**src/rtl/spi_regbank_n_if.sv**
```systemverilog
// SPI pin bundle for spi_regbank_n: active-low chip select, serial data in,
// serial readback out.
interface spi_regbank_n_if;
    logic CS;
    logic COPI;
    logic CIPO;

    modport master (output CS, output COPI, input CIPO);
    modport slave  (input CS, input COPI, output CIPO);
endinterface

```
**src/rtl/spi_regbank_n.sv**
```systemverilog
// SCK-clocked SPI-slave register bank with readback, read-only status mapping,
// write strobes and sticky address-error flag. Optional macro: SPI_REGBANK_BURST_EN.
module spi_regbank_n #(
    parameter int NUM_REGS = 6,
    parameter int ADDR_W = 4,
    parameter int DATA_W = 10,
    parameter logic [31:0] RO_MASK = 32'h0000_0030,
    parameter logic [NUM_REGS*DATA_W-1:0] RST_VALUES = '0
) (
    input  logic                       SCK,
    input  logic                       rst,
    spi_regbank_n_if.slave             bus,
    input  logic [NUM_REGS*DATA_W-1:0] status_in,
    output logic [NUM_REGS*DATA_W-1:0] regs_flat,
    output logic                       wr_stb,
    output logic [ADDR_W-1:0]          wr_addr,
    output logic                       err_addr
);
    localparam int FRAME_W = 1 + ADDR_W + DATA_W;
    localparam int CNT_W = $clog2(FRAME_W);
    localparam int SH_W = (ADDR_W > DATA_W - 1) ? ADDR_W : DATA_W - 1;
    localparam logic [CNT_W-1:0] HDR_LAST = CNT_W'(ADDR_W);
    localparam logic [CNT_W-1:0] FRM_LAST = CNT_W'(FRAME_W - 1);
    localparam logic [CNT_W-1:0] DATA_FIRST = CNT_W'(ADDR_W + 1);

    logic [CNT_W-1:0]  bit_cnt_r;
    logic [SH_W-1:0]   shift_r;
    logic [DATA_W-1:0] rd_shift_r;
    logic              rd_active_r;
    logic              rw_r;
    logic [ADDR_W-1:0] addr_r;
    logic [DATA_W-1:0] mem_r [NUM_REGS];
`ifdef SPI_REGBANK_BURST_EN
    logic              rd_bad_r;
`endif

    logic              hdr_s;
    logic              last_s;
    logic              hdr_rw_s;
    logic [ADDR_W-1:0] hdr_addr_s;
    logic [ADDR_W-1:0] next_addr_s;
    logic [ADDR_W-1:0] rd_addr_s;
    logic [DATA_W-1:0] rd_val_s;
    logic [DATA_W-1:0] wr_data_s;
    logic              rd_ok_s;
    logic              wr_ok_s;

    function automatic logic in_range(input logic [ADDR_W-1:0] a);
        return (int'(a) < NUM_REGS);
    endfunction

    function automatic logic is_ro(input logic [ADDR_W-1:0] a);
        logic hit;
        hit = 1'b0;
        for (int i = 0; i < NUM_REGS; i++) begin
            hit = (a == ADDR_W'(i)) ? RO_MASK[i] : hit;
        end
        return hit;
    endfunction

    // Frame decode: header/last-bit detection, readback source selection, write data.
    always_comb begin
        hdr_s       = (bit_cnt_r == HDR_LAST);
        last_s      = (bit_cnt_r == FRM_LAST);
        // At the header edge the shifter holds R/W plus all but the last address bit.
        hdr_rw_s    = shift_r[ADDR_W-1];
        hdr_addr_s  = {shift_r[ADDR_W-2:0], bus.COPI};
        next_addr_s = addr_r + ADDR_W'(1'b1);
        rd_addr_s   = hdr_s ? hdr_addr_s : next_addr_s;
        rd_ok_s     = in_range(rd_addr_s);
        wr_ok_s     = in_range(addr_r) && !is_ro(addr_r);
        wr_data_s   = {shift_r[DATA_W-2:0], bus.COPI};
        rd_val_s    = '0;
        for (int i = 0; i < NUM_REGS; i++) begin
            rd_val_s = (rd_addr_s == ADDR_W'(i))
                     ? (RO_MASK[i] ? status_in[i*DATA_W +: DATA_W] : mem_r[i])
                     : rd_val_s;
        end
    end

    // Flatten the register file onto the output bus.
    always_comb begin
        regs_flat = '0;
        for (int i = 0; i < NUM_REGS; i++) begin
            regs_flat[i*DATA_W +: DATA_W] = mem_r[i];
        end
    end

    // Readback is forced low outside the read data phase and while deselected.
    assign bus.CIPO = rd_active_r & ~bus.CS & rd_shift_r[DATA_W-1];

    // Frame sequencing, header latch, readback load and register commit.
    always_ff @(posedge SCK or posedge rst) begin
        if (rst) begin
            bit_cnt_r   <= '0;
            shift_r     <= '0;
            rd_shift_r  <= '0;
            rd_active_r <= 1'b0;
            rw_r        <= 1'b0;
            addr_r      <= '0;
            wr_stb      <= 1'b0;
            wr_addr     <= '0;
            err_addr    <= 1'b0;
`ifdef SPI_REGBANK_BURST_EN
            rd_bad_r    <= 1'b0;
`endif
            for (int i = 0; i < NUM_REGS; i++) begin
                mem_r[i] <= RST_VALUES[i*DATA_W +: DATA_W];
            end
        end else if (bus.CS) begin
            bit_cnt_r   <= '0;
            shift_r     <= '0;
            rd_shift_r  <= '0;
            rd_active_r <= 1'b0;
            wr_stb      <= 1'b0;
`ifdef SPI_REGBANK_BURST_EN
            rd_bad_r    <= 1'b0;
`endif
        end else begin
            wr_stb     <= 1'b0;
            shift_r    <= {shift_r[SH_W-2:0], bus.COPI};
            bit_cnt_r  <= bit_cnt_r + CNT_W'(1'b1);
            rd_shift_r <= {rd_shift_r[DATA_W-2:0], 1'b0};
            if (hdr_s) begin
                rw_r   <= hdr_rw_s;
                addr_r <= hdr_addr_s;
                if (!hdr_rw_s) begin
                    rd_active_r <= 1'b1;
                    rd_shift_r  <= rd_ok_s ? rd_val_s : '0;
                    if (!rd_ok_s) begin
                        err_addr <= 1'b1;
                    end
                end
`ifdef SPI_REGBANK_BURST_EN
                rd_bad_r <= 1'b0;
`endif
            end
`ifdef SPI_REGBANK_BURST_EN
            // A prefetched out-of-range burst word only counts once the host clocks into it.
            if (rd_active_r && rd_bad_r && (bit_cnt_r == DATA_FIRST)) begin
                err_addr <= 1'b1;
            end
`endif
            if (last_s) begin
                shift_r <= '0;
                if (rw_r) begin
                    if (wr_ok_s) begin
                        for (int i = 0; i < NUM_REGS; i++) begin
                            if (addr_r == ADDR_W'(i)) begin
                                mem_r[i] <= wr_data_s;
                            end
                        end
                        wr_stb  <= 1'b1;
                        wr_addr <= addr_r;
                    end else begin
                        err_addr <= 1'b1;
                    end
                end
`ifdef SPI_REGBANK_BURST_EN
                bit_cnt_r <= DATA_FIRST;
                addr_r    <= next_addr_s;
                if (!rw_r) begin
                    rd_shift_r <= rd_ok_s ? rd_val_s : '0;
                    rd_bad_r   <= !rd_ok_s;
                end
`else
                bit_cnt_r   <= '0;
                rd_active_r <= 1'b0;
`endif
            end
        end
    end
endmodule

```
**src/flat_wrapper.sv**
```systemverilog
// flat-port wrapper written by rule: the top's interface ports become plain ports
module spi_regbank_n_flat 
#(
    parameter int NUM_REGS = 6,
    parameter int ADDR_W = 4,
    parameter int DATA_W = 10,
    parameter logic [31:0] RO_MASK = 32'h0000_0030,
    parameter logic [NUM_REGS*DATA_W-1:0] RST_VALUES = '0
)
  (SCK, rst, status_in, regs_flat, wr_stb, wr_addr, err_addr, bus_CS, bus_COPI, bus_CIPO);
  spi_regbank_n_if bus_i ();
  input  logic SCK;
  input  logic rst;
  input  logic [NUM_REGS*DATA_W-1:0] status_in;
  output logic [NUM_REGS*DATA_W-1:0] regs_flat;
  output logic wr_stb;
  output logic [ADDR_W-1:0] wr_addr;
  output logic err_addr;
  input wire logic [$bits(bus_i.CS)-1:0] bus_CS;
  input wire logic [$bits(bus_i.COPI)-1:0] bus_COPI;
  output wire logic [$bits(bus_i.CIPO)-1:0] bus_CIPO;
  assign bus_i.CS = bus_CS;
  assign bus_i.COPI = bus_COPI;
  assign bus_CIPO = bus_i.CIPO;
  spi_regbank_n #(.NUM_REGS(NUM_REGS), .ADDR_W(ADDR_W), .DATA_W(DATA_W), .RO_MASK(RO_MASK), .RST_VALUES(RST_VALUES)) u_core (.SCK(SCK), .rst(rst), .bus(bus_i), .status_in(status_in), .regs_flat(regs_flat), .wr_stb(wr_stb), .wr_addr(wr_addr), .err_addr(err_addr));
endmodule
```
**config.mk**
```make
export PLATFORM = sky130hd
export DESIGN_NAME = spi_regbank_n_flat
export DESIGN_NICKNAME = d
export VERILOG_FILES = /design/src/rtl/spi_regbank_n_if.sv /design/src/rtl/spi_regbank_n.sv /design/src/flat_wrapper.sv
export SDC_FILE = /design/constraint.sdc
export NUM_CORES = 1
export LEC_CHECK = 0
export BUFFER_PORTS_ARGS = -buffer_cell sky130_fd_sc_hd__buf_2
export CAP_MARGIN = 20
export CORE_UTILIZATION = 55
export DETAILED_ROUTE_END_ITERATION = 10
export MAX_ROUTING_LAYER = met4
export PLACE_DENSITY = 0.82
export SLEW_MARGIN = 10
export SYNTH_ARGS = -nofsm -noshare
export SYNTH_HDL_FRONTEND = slang
export SYNTH_SLANG_ARGS = --single-unit
export TNS_END_PERCENT = 30
```
**constraint.sdc**
```tcl
create_clock -name SCK -period 7.2 [get_ports SCK]
set_clock_uncertainty 0.15 [all_clocks]
set_input_delay 1.44 -clock SCK [delete_from_list [all_inputs] [get_ports SCK]]
set_output_delay 1.44 -clock SCK [all_outputs]
set_load 0.005 [all_outputs]
```
==> flow_metrics.env <==
export IMPL_final_util_pct=66.7
export IMPL_hold_buffers=0
export IMPL_cp_arrival_ns=1.97
export IMPL_max_freq_mhz=281
export IMPL_cts_sinks=95
export IMPL_synth_top_family_by_area="simple AND/OR/NAND/NOR gates"
export IMPL_fp_dieH_um=90.7
export IMPL_finalCriticalPeriod_ns=3.56
export IMPL_wl_per_cell_um=17.9
export IMPL_htreeDepth=3
export IMPL_crit_fanout=14
export IMPL_ys_types=53
export IMPL_vias_per_cell=5.86
export IMPL_synthTopCellsByArea="dfrtp_1, mux2_2, mux2_4"
export IMPL_min_period_over_period_pct=49.5
export IMPL_cts_setup_buffers=0
export IMPL_syn_avg_cell_area_um2=11.3
export IMPL_grt_pass1_wl_um=15900
export IMPL_die_width_um=90.7
export IMPL_core_area_um2=7410
export IMPL_grtUsageTotal_pct=25.9
export IMPL_yosys_area_share_simple_pct=13.5
export IMPL_gr_total_overflow=0
export IMPL_first_iter_violations=245
export IMPL_hold_violations=0
export IMPL_setup_worst_path_class="in -> out"
export IMPL_rows=31
export IMPL_leakage_uw=0.00269
export IMPL_yosys_warnings=0
export IMPL_dp_hpwl_um=6510
export IMPL_start_util_pct=58.4
export IMPL_antenna_found_initial=0
export IMPL_diodes=0
export IMPL_detail_route_antenna_nets=0
export IMPL_slew_headroom_pct=33.1
export IMPL_final_common_cell="dfrtp_1"
export IMPL_power_density_nw_per_um2=256
export IMPL_mostFrequentLayoutCells="dfrtp_1, buf_2, nand2_1"
export IMPL_worstPathRequired_ns=5.61
export IMPL_syn_nets=455
export IMPL_finalSetupViolCount=0
export IMPL_synthAdderAreaFrac_pct=2.03
export IMPL_cts_root_buffer="clkbuf_8"
export IMPL_async_flop_share_pct=100
export IMPL_synth_edf_count=0
export IMPL_port_buffers=90
export IMPL_ys_ff_latch=95
export IMPL_final_nets=523
export IMPL_cts_tree="done"
export IMPL_die_area_um2=8220
export IMPL_synthMuxAreaShare_pct=12.2
export IMPL_syn_area_um2=4320
export IMPL_rsz0062_at_grt="false"
export IMPL_clk_pin_slew_ns=0.09
export IMPL_cts_max_path_buffers=2
export IMPL_grt_max_degree=90
export IMPL_synth_top_area_cell="dfrtp_1"
export IMPL_synth_cells=384
export IMPL_drc=0
export IMPL_maxSlewViolCount=0
export IMPL_ir_drop_v=0.000165
export IMPL_power_uw=1260
export IMPL_hold_class="reg -> reg"
export IMPL_area_growth_pct=14.4
export IMPL_synth_top_area_share_pct=55.0
export IMPL_cts_resized=0
export IMPL_gp_congestion=0.909
export IMPL_firstDrtPassIters=5
export IMPL_setup_tns_final_ns=0
export IMPL_ys_seq_area_share_pct=55.0
export IMPL_status="finished clean"
export IMPL_worst_pin_slew_ns=0.982
export IMPL_synth_ff_type="dfrtp_1"
export IMPL_cap_violations=0
export IMPL_cts_made_buffers=9
export IMPL_drive_gt1_share_pct=34.6
export IMPL_synth_xor_area_share_pct=0.810
export IMPL_start_kind="primary input"
export IMPL_grt_pass1_vias=3121
export IMPL_io_pins=131
export IMPL_routed_wl_um=9930
export IMPL_synth_compound_area_share_pct=11.4
export IMPL_worstSetupEndpointType="output port"
export IMPL_num_vias=3257
export IMPL_clk_latency_ns=0.36
-- per-stage QoR --
step / cells / hold slack (ns) / worst slack (ns) / area (um^2)
after floorplan: 384 / 0.281 / 3.13 / 4320
after global placement: 539 / 0.210 / 3.65 / 4730
after detailed placement: 539 / 0.210 / 3.65 / 4730
after CTS: 555 / 0.234 / 3.65 / 4920
after global routing: 556 / 0.241 / 3.62 / 4940
final: 556 / 0.229 / 3.64 / 4940
-- cell type report --
class / instances / area (um^2)
fillers: 581 / 2460
flip-flops and latches: 95 / 2380
multi-input cells: 244 / 1730
repair buffers: 92 / 485
clock buffers: 9 / 124
well taps: 99 / 124
clock inverters: 7 / 67.6
inverters: 10 / 38.8
-- Yosys cell counts (5+ instances only) --
cell type,number
nor2_1,29
o22ai_1,5
mux2_4,13
nand2_1,48
o21ai_0,23
mux2_2,23
dfrtp_1,95
a2bb2oi_1,7
inv_1,10
buf_2,7
buf_6,5
and2_1,8
clkbuf_1,22
ha_1,7
nand3_1,6
a21oi_1,18
-- power breakdown --
part / internal, uW / switching (uW)
logic: 130 / 234
clock network: 133 / 200
registers: 544 / 22.1
-- path summary, 6_finish.rpt --
check | slack [ns] | to | cells after the start | start
max | 3.64 | bus_CIPO | 3 | bus_CS
min reg2reg | 0.23 | u_core.regs_flat[54]$_DFFE_PP0P_ | 0 | u_core.regs_flat[54]$_DFFE_PP0P_
min in group asynchronous | 0.78 | u_core.regs_flat[48]$_DFFE_PP0P_ | 2 | rst
min | 0.23 | u_core.regs_flat[54]$_DFFE_PP0P_ | 0 | u_core.regs_flat[54]$_DFFE_PP0P_
max reg2reg | 3.99 | u_core.rd_shift_r[5]$_DFF_PP0_ | 8 | u_core.bit_cnt_r[0]$_DFF_PP0_
max in group asynchronous | 5.26 | u_core.addr_r[1]$_DFFE_PP0P_ | 4 | rst
-- critical path, stage by stage --
cell    delay (ns)
buf_2         0.29
nor2_1        0.10
buf_2         0.14
-- flip-flops by register name, indices dropped and copies added, names as in the netlist, 4 cells and up --
register           flops
u_core.rd_shift_r     10
u_core.bit_cnt_r       4
u_core.wr_addr         4
u_core.regs_flat      60
u_core.shift_r         9
u_core.addr_r          4
-- cell families (layout without fill, tap and decap cells) --
logic type,after synthesis,count (layout)
flip-flops,95,95
multiplexers,41,41
buffers and inverters,45,118
AO/OA/AOI/OAI,77,77
XOR/XNOR,4,4
adder cells (fa/ha/maj),7,7
AND/OR/NAND/NOR,115,115
-- routing by layer --
layer,part of all wire (%),global-route usage [%]
met1,43,35.1
met2,47,39.5
met3,7.3,3.96
met4,2.3,10.2
met5,0,-
No activity file was read; power rests on OpenSTA's default activity.
